--- config.mk ---
export PLATFORM = sky130hd
export DESIGN_NAME = vga_timing_core
export DESIGN_NICKNAME = d
export VERILOG_FILES = /design/src/rtl/vga_timing_pkg.sv /design/src/rtl/vga_axis_counter.sv /design/src/rtl/vga_timing_core.sv
export SDC_FILE = /design/constraint.sdc
export NUM_CORES = 1
export LEC_CHECK = 0
export BUFFER_PORTS_ARGS = -buffer_cell sky130_fd_sc_hd__buf_2
export CORE_UTILIZATION = 58
export DETAILED_ROUTE_END_ITERATION = 6
export PLACE_DENSITY_LB_ADDON = 0.08
export SYNTH_ARGS = -nofsm -noshare
export SYNTH_HDL_FRONTEND = slang
export SYNTH_HIERARCHICAL = 1
export SYNTH_SLANG_ARGS = --single-unit
--- constraint.sdc ---
create_clock -name clk -period 8.6 [get_ports clk]
set_input_delay 1.72 -clock clk [delete_from_list [all_inputs] [get_ports clk]]
set_output_delay 1.72 -clock clk [all_outputs]
set_load 0.01 [all_outputs]
--- src/rtl/vga_timing_pkg.sv ---
// vga_timing_pkg: default 640x480@60 timing constants and the line/frame geometry derived from them.
package vga_timing_pkg;
   typedef logic [9:0] pos_t;
   function automatic int axis_total(int d, int f, int s, int b);
      return d + f + s + b;
   endfunction
   localparam int H_DISPLAY_D    = 640;
   localparam int H_FRONT_D      = 16;
   localparam int H_SYNC_D       = 96;
   localparam int H_BACK_D       = 48;
   localparam int V_DISPLAY_D    = 480;
   localparam int V_FRONT_D      = 10;
   localparam int V_SYNC_D       = 2;
   localparam int V_BACK_D       = 33;
   localparam int H_TOTAL_D      = axis_total(H_DISPLAY_D, H_FRONT_D, H_SYNC_D, H_BACK_D);
   localparam int V_TOTAL_D      = axis_total(V_DISPLAY_D, V_FRONT_D, V_SYNC_D, V_BACK_D);
   localparam int H_SYNC_START_D = H_DISPLAY_D + H_FRONT_D;
   localparam int H_SYNC_END_D   = H_SYNC_START_D + H_SYNC_D;
   localparam int V_SYNC_START_D = V_DISPLAY_D + V_FRONT_D;
   localparam int V_SYNC_END_D   = V_SYNC_START_D + V_SYNC_D;
endpackage

--- src/rtl/vga_axis_counter.sv ---
// vga_axis_counter: one timing axis -- wrapping position counter, wrap flag, registered sync
// and next-state visible decode so decodes line up with the position register.
module vga_axis_counter
   import vga_timing_pkg::*;
#(
   parameter int DISPLAY = H_DISPLAY_D,
   parameter int FRONT   = H_FRONT_D,
   parameter int SYNC    = H_SYNC_D,
   parameter int BACK    = H_BACK_D
)(
   input  logic clk,
   input  logic rst_n,
   input  logic i_en,
   output pos_t o_pos,
   output logic o_wrap,
   output logic o_sync,
   output logic o_vis_next
);
   localparam pos_t L_LAST = pos_t'(axis_total(DISPLAY, FRONT, SYNC, BACK) - 1);
   localparam pos_t L_DISP = pos_t'(DISPLAY);
   localparam pos_t L_SS   = pos_t'(DISPLAY + FRONT);
   localparam pos_t L_SE   = pos_t'(DISPLAY + FRONT + SYNC);
   pos_t r_pos, w_pos_next;
   logic r_sync;
   always_comb begin
      o_wrap     = i_en && (r_pos == L_LAST);
      w_pos_next = o_wrap ? '0 : r_pos + pos_t'(i_en);
      o_vis_next = w_pos_next < L_DISP;
   end
   always_ff @(posedge clk or negedge rst_n) begin
      if (!rst_n) begin
         r_pos  <= '0;
         r_sync <= 1'b1;
      end else begin
         r_pos  <= w_pos_next;
         r_sync <= !(w_pos_next >= L_SS && w_pos_next < L_SE);
      end
   end
   assign o_pos  = r_pos;
   assign o_sync = r_sync;
endmodule

--- src/rtl/vga_timing_core.sv ---
// vga_timing_core: VGA raster timing generator; the vertical axis steps on the horizontal wrap.
module vga_timing_core
   import vga_timing_pkg::*;
#(
   parameter int H_DISPLAY = H_DISPLAY_D,
   parameter int H_FRONT   = H_FRONT_D,
   parameter int H_SYNC    = H_SYNC_D,
   parameter int H_BACK    = H_BACK_D,
   parameter int V_DISPLAY = V_DISPLAY_D,
   parameter int V_FRONT   = V_FRONT_D,
   parameter int V_SYNC    = V_SYNC_D,
   parameter int V_BACK    = V_BACK_D
)(
   input  logic       clk,
   input  logic       rst_n,
   input  logic       en,
   output logic       hsync,
   output logic       vsync,
   output logic       display_on,
   output logic [9:0] hpos,
   output logic [9:0] vpos,
   output logic       line_start,
   output logic       frame_start,
   output logic [9:0] frame_count
);
   logic w_h_wrap, w_v_wrap, w_h_vis, w_v_vis;
   logic r_display_on, r_line_start, r_frame_start;
   pos_t r_frame_count;
   vga_axis_counter #(.DISPLAY(H_DISPLAY), .FRONT(H_FRONT), .SYNC(H_SYNC), .BACK(H_BACK)) u_h (
      .clk(clk), .rst_n(rst_n), .i_en(en),
      .o_pos(hpos), .o_wrap(w_h_wrap), .o_sync(hsync), .o_vis_next(w_h_vis)
   );
   vga_axis_counter #(.DISPLAY(V_DISPLAY), .FRONT(V_FRONT), .SYNC(V_SYNC), .BACK(V_BACK)) u_v (
      .clk(clk), .rst_n(rst_n), .i_en(w_h_wrap),
      .o_pos(vpos), .o_wrap(w_v_wrap), .o_sync(vsync), .o_vis_next(w_v_vis)
   );
   // vertical wrap is only possible on a horizontal wrap, so it marks the frame boundary
   always_ff @(posedge clk or negedge rst_n) begin
      if (!rst_n) begin
         r_display_on  <= 1'b1;
         r_line_start  <= 1'b0;
         r_frame_start <= 1'b0;
         r_frame_count <= '0;
      end else begin
         r_display_on  <= w_h_vis && w_v_vis;
         r_line_start  <= w_h_wrap;
         r_frame_start <= w_v_wrap;
         r_frame_count <= r_frame_count + pos_t'(w_v_wrap);
      end
   end
   assign display_on  = r_display_on;
   assign line_start  = r_line_start;
   assign frame_start = r_frame_start;
   assign frame_count = r_frame_count;
endmodule

==> metrics.cfg, run 1 <==
[placed_design]
place_congestion = 0.897
io_buffers = 37
post-dp-hpwl_um = 2580

[grt]
grt_pass1_vias = 1255
grt_pass1_wl_um = 5620
grt_max_degree = 36
grt-ovfl-total = 0
antenna_found_initial = 0
grt_use_total_pct = 22.7

[yosys]
synthArstFlopShare_pct = 100
synth_warnings = 6
synth-seq-cells = 35
yosysUniqueCellTypes = 43
ys_seq_area_share_pct = 49.6
synth_edf_count = 0
synthCells = 165
synthesis.area_um2 = 1770
avgSynthCellArea_um2 = 10.8
ys.flop_type = dfrtp_1
synth_nets = 174

[final_layout]
final_cell_mix = buf_2, dfrtp_1, nand2_1, nor2_1, nand3_1
drive_gt1_share_pct = 32.2
areaGrowthSynthToFinish_pct = 14.5
fin_nets = 213
layout_commonest_cell = buf_2
utilization_pct = 71.8
antennaDiodeCount = 0

[floorplan]
fp.dieH_um = 57.3
initial_core_util_pct = 62.7
io_pins = 38
rows = 19
die_area_um2 = 3280
core-area_um2 = 2830
dieWidth_um = 57.3

[power]
switchingPower_mw = 0.139
swShare_pct = 33.1
clockPowerShare_pct = 23.1
p_leak_nw = 1.02
p_per_area_nw_per_um2 = 207
seq_power_share_pct = 50.8
max-vdd-ir-drop_uv = 179
pwr-share-comb_pct = 26.1
power.internal_mw = 0.282

[setup_path]
crit_arrival_ns = 3.91
reg2reg_to = frame_count[6]$_DFF_PN0_
critPathKind = input pin to flip-flop
slowest_stage = nor3_4
path_max_fanout = 9
reg2reg_depth = 10
crit_path_frequent_cell = ha_1
cpPeakStageDelay_ns = 0.42
required_ns = 8.85
crit_family = simple AND/OR/NAND/NOR gates
endpoint_kind = flip-flop
path_cells = buf_2, nand2_1, or2_4, nor2_4, nand4b_1, nor3_4, ha_1, ha_1, nand4_1, nor2_1, xor2_1
crit_buf_inv = 1
r2r_start = u_h/o_pos[6]$_DFF_PN0_
ff2ff_setup_slack_ns = 5.42
critPathLaunchType = input pin

[route]
post_drt_wl_per_cell_um = 15.0
detail-route-antenna-nets = 0
drc = 4
firstDrtPassIters = 7
wl_um = 3550
vias = 1419
drt_iter0_drc = 63
viasPerCell = 6.01

[timing]
setup_viol = 0
skew_ns = 0.00234
fmax_ghz = 0.273
worst_slew_pin_slew_ns = 0.729
hold_ws_ns = 0.478
fin_tns_setup_ns = 0
slew_violations = 0
hold_viol = 0
max-slew-margin-rel_pct = 51.4
final.period_utilization_pct = 42.5
rsz0062_at_grt = no
period_needed_ns = 3.66

[cts]
cts_tree = built
hold_buffers = 0
clock_latency_ns = 0.32
clkTransAtPathRegs_ns = 0.09
cts_buffers = 5
clkSinkCount = 35
postCtsSetupRepairBufs = 0
clockBufferDepth = 2
ctsResizeCount = 0
h-tree-depth = 2
cts_root_buf = clkbuf_4

[worst_hold_path]
worstHoldEndpoint = frame_count[9]$_DFF_PN0_
min_from = frame_count[9]$_DFF_PN0_
holdCritPathClass = flip-flop to flip-flop
holdPathStages = 1

[outcome]
violations = design-rule violations
status = finished, violations left

[flow_run]
max_cap_viol_count = 0

-- cells by family (layout without fill, tap and decap cells) --
family,Yosys count,in the layout,synth area share (%)
buffers and inverters,7,47,2.40
adder cells (fa/ha/maj),6,6,4.23
AND/OR/NAND/NOR,81,81,28.4
XOR/XNOR,17,17,8.39
AO/OA/AOI/OAI,19,19,6.98
flip-flops,35,35,49.6
-- Yosys cell counts (all sizes together) (2+ instances only) --
cell	number	area share, %
a21oi	4	1.3
a22oi	2	0.85
and2b	2	0.99
buf	4	1.8
dfrtp	32	45
dfstp	3	4.4
ha	6	4.2
inv	2	0.42
nand2	16	3.5
nand3	17	6.2
nand4	4	1.8
nand4b	2	0.99
nor2	15	3.6
nor2b	2	0.71
nor3	6	2.3
o21ai	7	2.0
o31ai	2	0.85
or3	6	2.1
or4b	2	1.6
xnor2	8	3.9
xor2	9	4.4
-- worst reg2reg max path, stage by stage, from the launching register on --
cell	delay, ns
dfrtp_1	0.51
or4b_4	0.57
or2_4	0.27
nor2_4	0.24
nand4b_1	0.19
nor3_4	0.42
ha_1	0.28
ha_1	0.21
nand4_1	0.13
nor2_1	0.13
xor2_1	0.16
-- power by group through the flow --
| stage | Combinational (mW) | Sequential (mW) | Clock (mW) |
|---|---|---|---|
| 2_1_floorplan | 0.0781 | 0.214 | 0 |
| 3_3_place_gp | 0.108 | 0.216 | 0 |
| 3_5_place_dp | 0.109 | 0.217 | 0 |
| 4_1_cts | 0.110 | 0.214 | 0.101 |
| 5_1_grt | 0.123 | 0.218 | 0.106 |
| 6_report | 0.110 | 0.214 | 0.0974 |
-- worst max path at each step --
stage | startpoint | endpoint | slack, ns | cells past startpoint
final | en | frame_count[6]$_DFF_PN0_ | 4.94 | 11
after global placement | en | frame_count[8]$_DFF_PN0_ | 4.70 | 11
after CTS | en | frame_count[8]$_DFF_PN0_ | 4.94 | 11
after global routing | en | frame_count[6]$_DFF_PN0_ | 4.74 | 11
after floorplan | en | frame_count[6]$_DFF_PN0_ | 4.99 | 10
after detailed placement | en | frame_count[8]$_DFF_PN0_ | 4.59 | 11
-- sequential cells by signal, indices dropped and copies added, names as in the netlist --
name and count:
u_h/o_pos 10, u_h/o_sync 1, frame_start 1, frame_count 10, line_start 1, u_v/o_pos 10, u_v/o_sync 1, display_on 1
-- metal layers --
layer,global-route usage (%),up-vias,part of all wire (%)
met5,0,-,0
met4,6.27,0,0.87
met3,5.67,4,6.0
met2,37.6,48,48
met1,29.9,704,45
li1,-,663,-
-- area by class of cell --
| class | instances | area, µm² |
|---|---|---|
| timing repair buffer | 37 | 185 |
| tap | 31 | 38.8 |
| sequential | 35 | 880 |
| fill | 230 | 797 |
| inverter | 2 | 7.51 |
| multi-input combinational | 123 | 852 |
| clock buffer | 8 | 68.8 |
-- stage by stage --
stage	cells	worst slack, ns	instance area [µm²]	total power [mW]
2_1_floorplan	165	4.99	1770	0.292
3_3_place_gp	228	4.70	1960	0.323
3_5_place_dp	228	4.59	1960	0.326
4_1_cts	236	4.94	2030	0.424
5_1_grt	236	4.74	2030	0.447
6_report	236	4.94	2030	0.421
(Power assumes the default switching activity.)
==> inputs of run 2 (changes only) <==
--- a/config.mk
+++ b/config.mk
@@ -6,7 +6,7 @@
 export NUM_CORES = 1
 export LEC_CHECK = 0
 export BUFFER_PORTS_ARGS = -buffer_cell sky130_fd_sc_hd__buf_2
-export CORE_UTILIZATION = 58
+export CORE_UTILIZATION = 48
 export DETAILED_ROUTE_END_ITERATION = 6
 export PLACE_DENSITY_LB_ADDON = 0.08
 export SYNTH_ARGS = -nofsm -noshare
==> constraint.sdc (replaced) <==
create_clock -name clk -period 3.3 [get_ports clk]
set_input_delay 0.66 -clock clk [delete_from_list [all_inputs] [get_ports clk]]
set_output_delay 0.66 -clock clk [all_outputs]
set_load 0.01 [all_outputs]
==> run 2 against run 1 <==
The run now ends clean. Cell area rose by 2.1%. Critical path depth fell by 1. Clock power rose to 3.1 times the previous value. Largest cell class unchanged. Cell count rose by 6.8%. Critical path type is now flip-flop to flip-flop. Global-route usage fell by 2.8 points. Routed wire length fell by 1.3%. Core utilization fell by 12 points. Combinational power rose to 2.6 times the previous value. Via count fell by 1.4%.
==> metrics.cfg, run 2 (synthesis results as in run 1) <==
[route]
post_drt_wl_per_cell_um = 13.9  ; -7.6%
viasPerCell = 5.55  ; -7.7%
drc = 0  ; -4
detail-route-antenna-nets = 0  ; unchanged
drt_iter0_drc = 55  ; -13%
firstDrtPassIters = 4  ; -3
vias = 1399  ; -1.4%
wl_um = 3500  ; -1.3%

[final_layout]
ff_latch_area_um2 = 880  ; unchanged
layout_commonest_cell = buf_2
antennaDiodeCount = 0  ; unchanged
drive_gt1_share_pct = 32.5  ; +0.33 points
multi_input_area_um2 = 852  ; unchanged
fin_nets = 214  ; +0.47%
nFillCells = 316  ; +37%
fin_cells = 252  ; +6.8%
final_cell_mix = buf_2, dfrtp_1, nand2_1, nor2_1, nand3_1
areaGrowthSynthToFinish_pct = 16.9

[cts]
clkSinkCount = 35  ; unchanged
cts_tree = built
ctsResizeCount = 0  ; unchanged
cts_buffers = 5  ; unchanged
h-tree-depth = 2  ; unchanged
clock_latency_ns = 0.29  ; -0.03 ns
hold_buffers = 0  ; unchanged
clkTransAtPathRegs_ns = 0.07  ; -0.02 ns
postCtsSetupRepairBufs = 0  ; unchanged
clockBufferDepth = 2  ; unchanged
cts_root_buf = clkbuf_8

[grt]
grt_max_degree = 36  ; unchanged
grt_use_total_pct = 19.9  ; -2.8 points
grt_pass1_vias = 1310  ; +4.4%
antenna_found_initial = 0  ; unchanged
grt_pass1_wl_um = 5990  ; +6.6%
grt-ovfl-total = 0  ; unchanged

[floorplan]
dieWidth_um = 62.8  ; +9.6%
core-area_um2 = 3440  ; +22%
initial_core_util_pct = 51.5  ; -11 points
io_pins = 38  ; unchanged
rows = 21  ; +2
fp.dieH_um = 62.8  ; +9.6%
die_area_um2 = 3940  ; +20%

[timing]
setup_viol = 0  ; unchanged
worst_slew_pin_slew_ns = 0.751  ; +0.0218 ns
rsz0062_at_grt = no
skew_ns = 0.00503  ; +0.00269 ns
period_needed_ns = 3.00
hold_viol = 0  ; unchanged
final.period_utilization_pct = 91.0
fin_tns_setup_ns = 0  ; unchanged
slew_violations = 0  ; unchanged
hold_ws_ns = 0.435  ; -0.0430 ns
setup_ws_ns = 0.295  ; -4.65 ns
max-slew-margin-rel_pct = 50.0  ; -1.5 points
fmax_ghz = 0.333

[setup_path]
endpoint_kind = flip-flop
path_max_fanout = 9  ; unchanged
crit_arrival_ns = 3.22  ; -0.69 ns
critPathLaunchType = flip-flop
required_ns = 3.52  ; -5.33 ns
critPathKind = flip-flop to flip-flop

[placed_design]
post-dp-hpwl_um = 2540  ; -1.7%
dpl.cell_count = 244  ; +7.0%
place_congestion = 0.870  ; -3.0%
pre_cts_ws_ns = 0.329  ; -4.26 ns
io_buffers = 37  ; unchanged

[power]
power.internal_mw = 0.757  ; +170%
pwr-share-comb_pct = 24.8  ; -1.3 points
swShare_pct = 33.6  ; +0.56 points
clockPowerShare_pct = 26.3  ; +3.2 points
total_power_mw = 1.14  ; +170%
max-vdd-ir-drop_uv = 233  ; +30%
switchingPower_mw = 0.384  ; +180%
seq_power_share_pct = 49.0  ; -1.8 points
p_per_area_nw_per_um2 = 550  ; +170%
p_leak_nw = 1.03  ; +0.79%

[flow_run]
max_cap_viol_count = 0  ; unchanged

[outcome]
status = completed

[worst_hold_path]
holdCritPathClass = input pin to asynchronous set/reset pin

run 2: cell types whose count changed in the layout (fill, tap and decap cells not counted), sizes merged:
cell	previous run	this run
clkbuf	8	6
buf	37	38
clkinv	0	1
clkinvlp	0	1
run 2: power groups by stage:
stage          Sequential (mW)  Clock, mW  Combinational, mW
2_1_floorplan            0.557          0              0.204
3_3_place_gp             0.562          0              0.283
3_5_place_dp             0.567          0              0.282
4_1_cts                  0.559      0.313              0.284
5_1_grt                  0.568      0.333              0.314
6_report                 0.559      0.300              0.283
run 2: layout make-up:
cell class,instances,area share [%]
well taps,46,2.77
inverters,2,0.362
multi-input cells,123,41.1
clock inverters,2,0.603
clock buffers,6,3.50
flip-flops and latches,35,42.4
repair buffers,38,9.29
run 2: final timing paths:
check	from	to	slack, ns	cells past startpoint
min in group clk	frame_count[9]$_DFF_PN0_	frame_count[9]$_DFF_PN0_	0.47	1
max in group asynchronous	rst_n	u_v/o_pos[6]$_DFF_PN0_	2.38	1
worst min-delay path	rst_n	frame_count[7]$_DFF_PN0_	0.43	1
worst min register to register	frame_count[9]$_DFF_PN0_	frame_count[9]$_DFF_PN0_	0.47	1
worst max register to register	u_h/o_pos[5]$_DFF_PN0_	display_on$_DFF_PN1_	0.30	10
worst max-delay path	u_h/o_pos[5]$_DFF_PN0_	display_on$_DFF_PN1_	0.30	10
run 2: worst max-delay path, stage by stage (launching register included):
cell     delay, ns
dfrtp_1       0.48
or4b_4        0.57
or2_4         0.26
nor2_4        0.22
ha_1          0.23
ha_1          0.28
nand3_1       0.11
or3_1         0.34
a22oi_1       0.21
a21oi_1       0.09
and2_1        0.14
run 2: metrics by stage:
step,cell area (µm²),util [%]
global placement,1990,57.8
CTS,2070,60.3
finish,2070,60.3
global route,2070,60.3
floorplan,1770,-
detailed placement,1990,57.8
run 2: layer usage:
metal	global-route usage [%]	wire, µm
met3	6.39	168
met5	0	0
met4	9.01	63
met2	33.0	1730
met1	23.2	1540
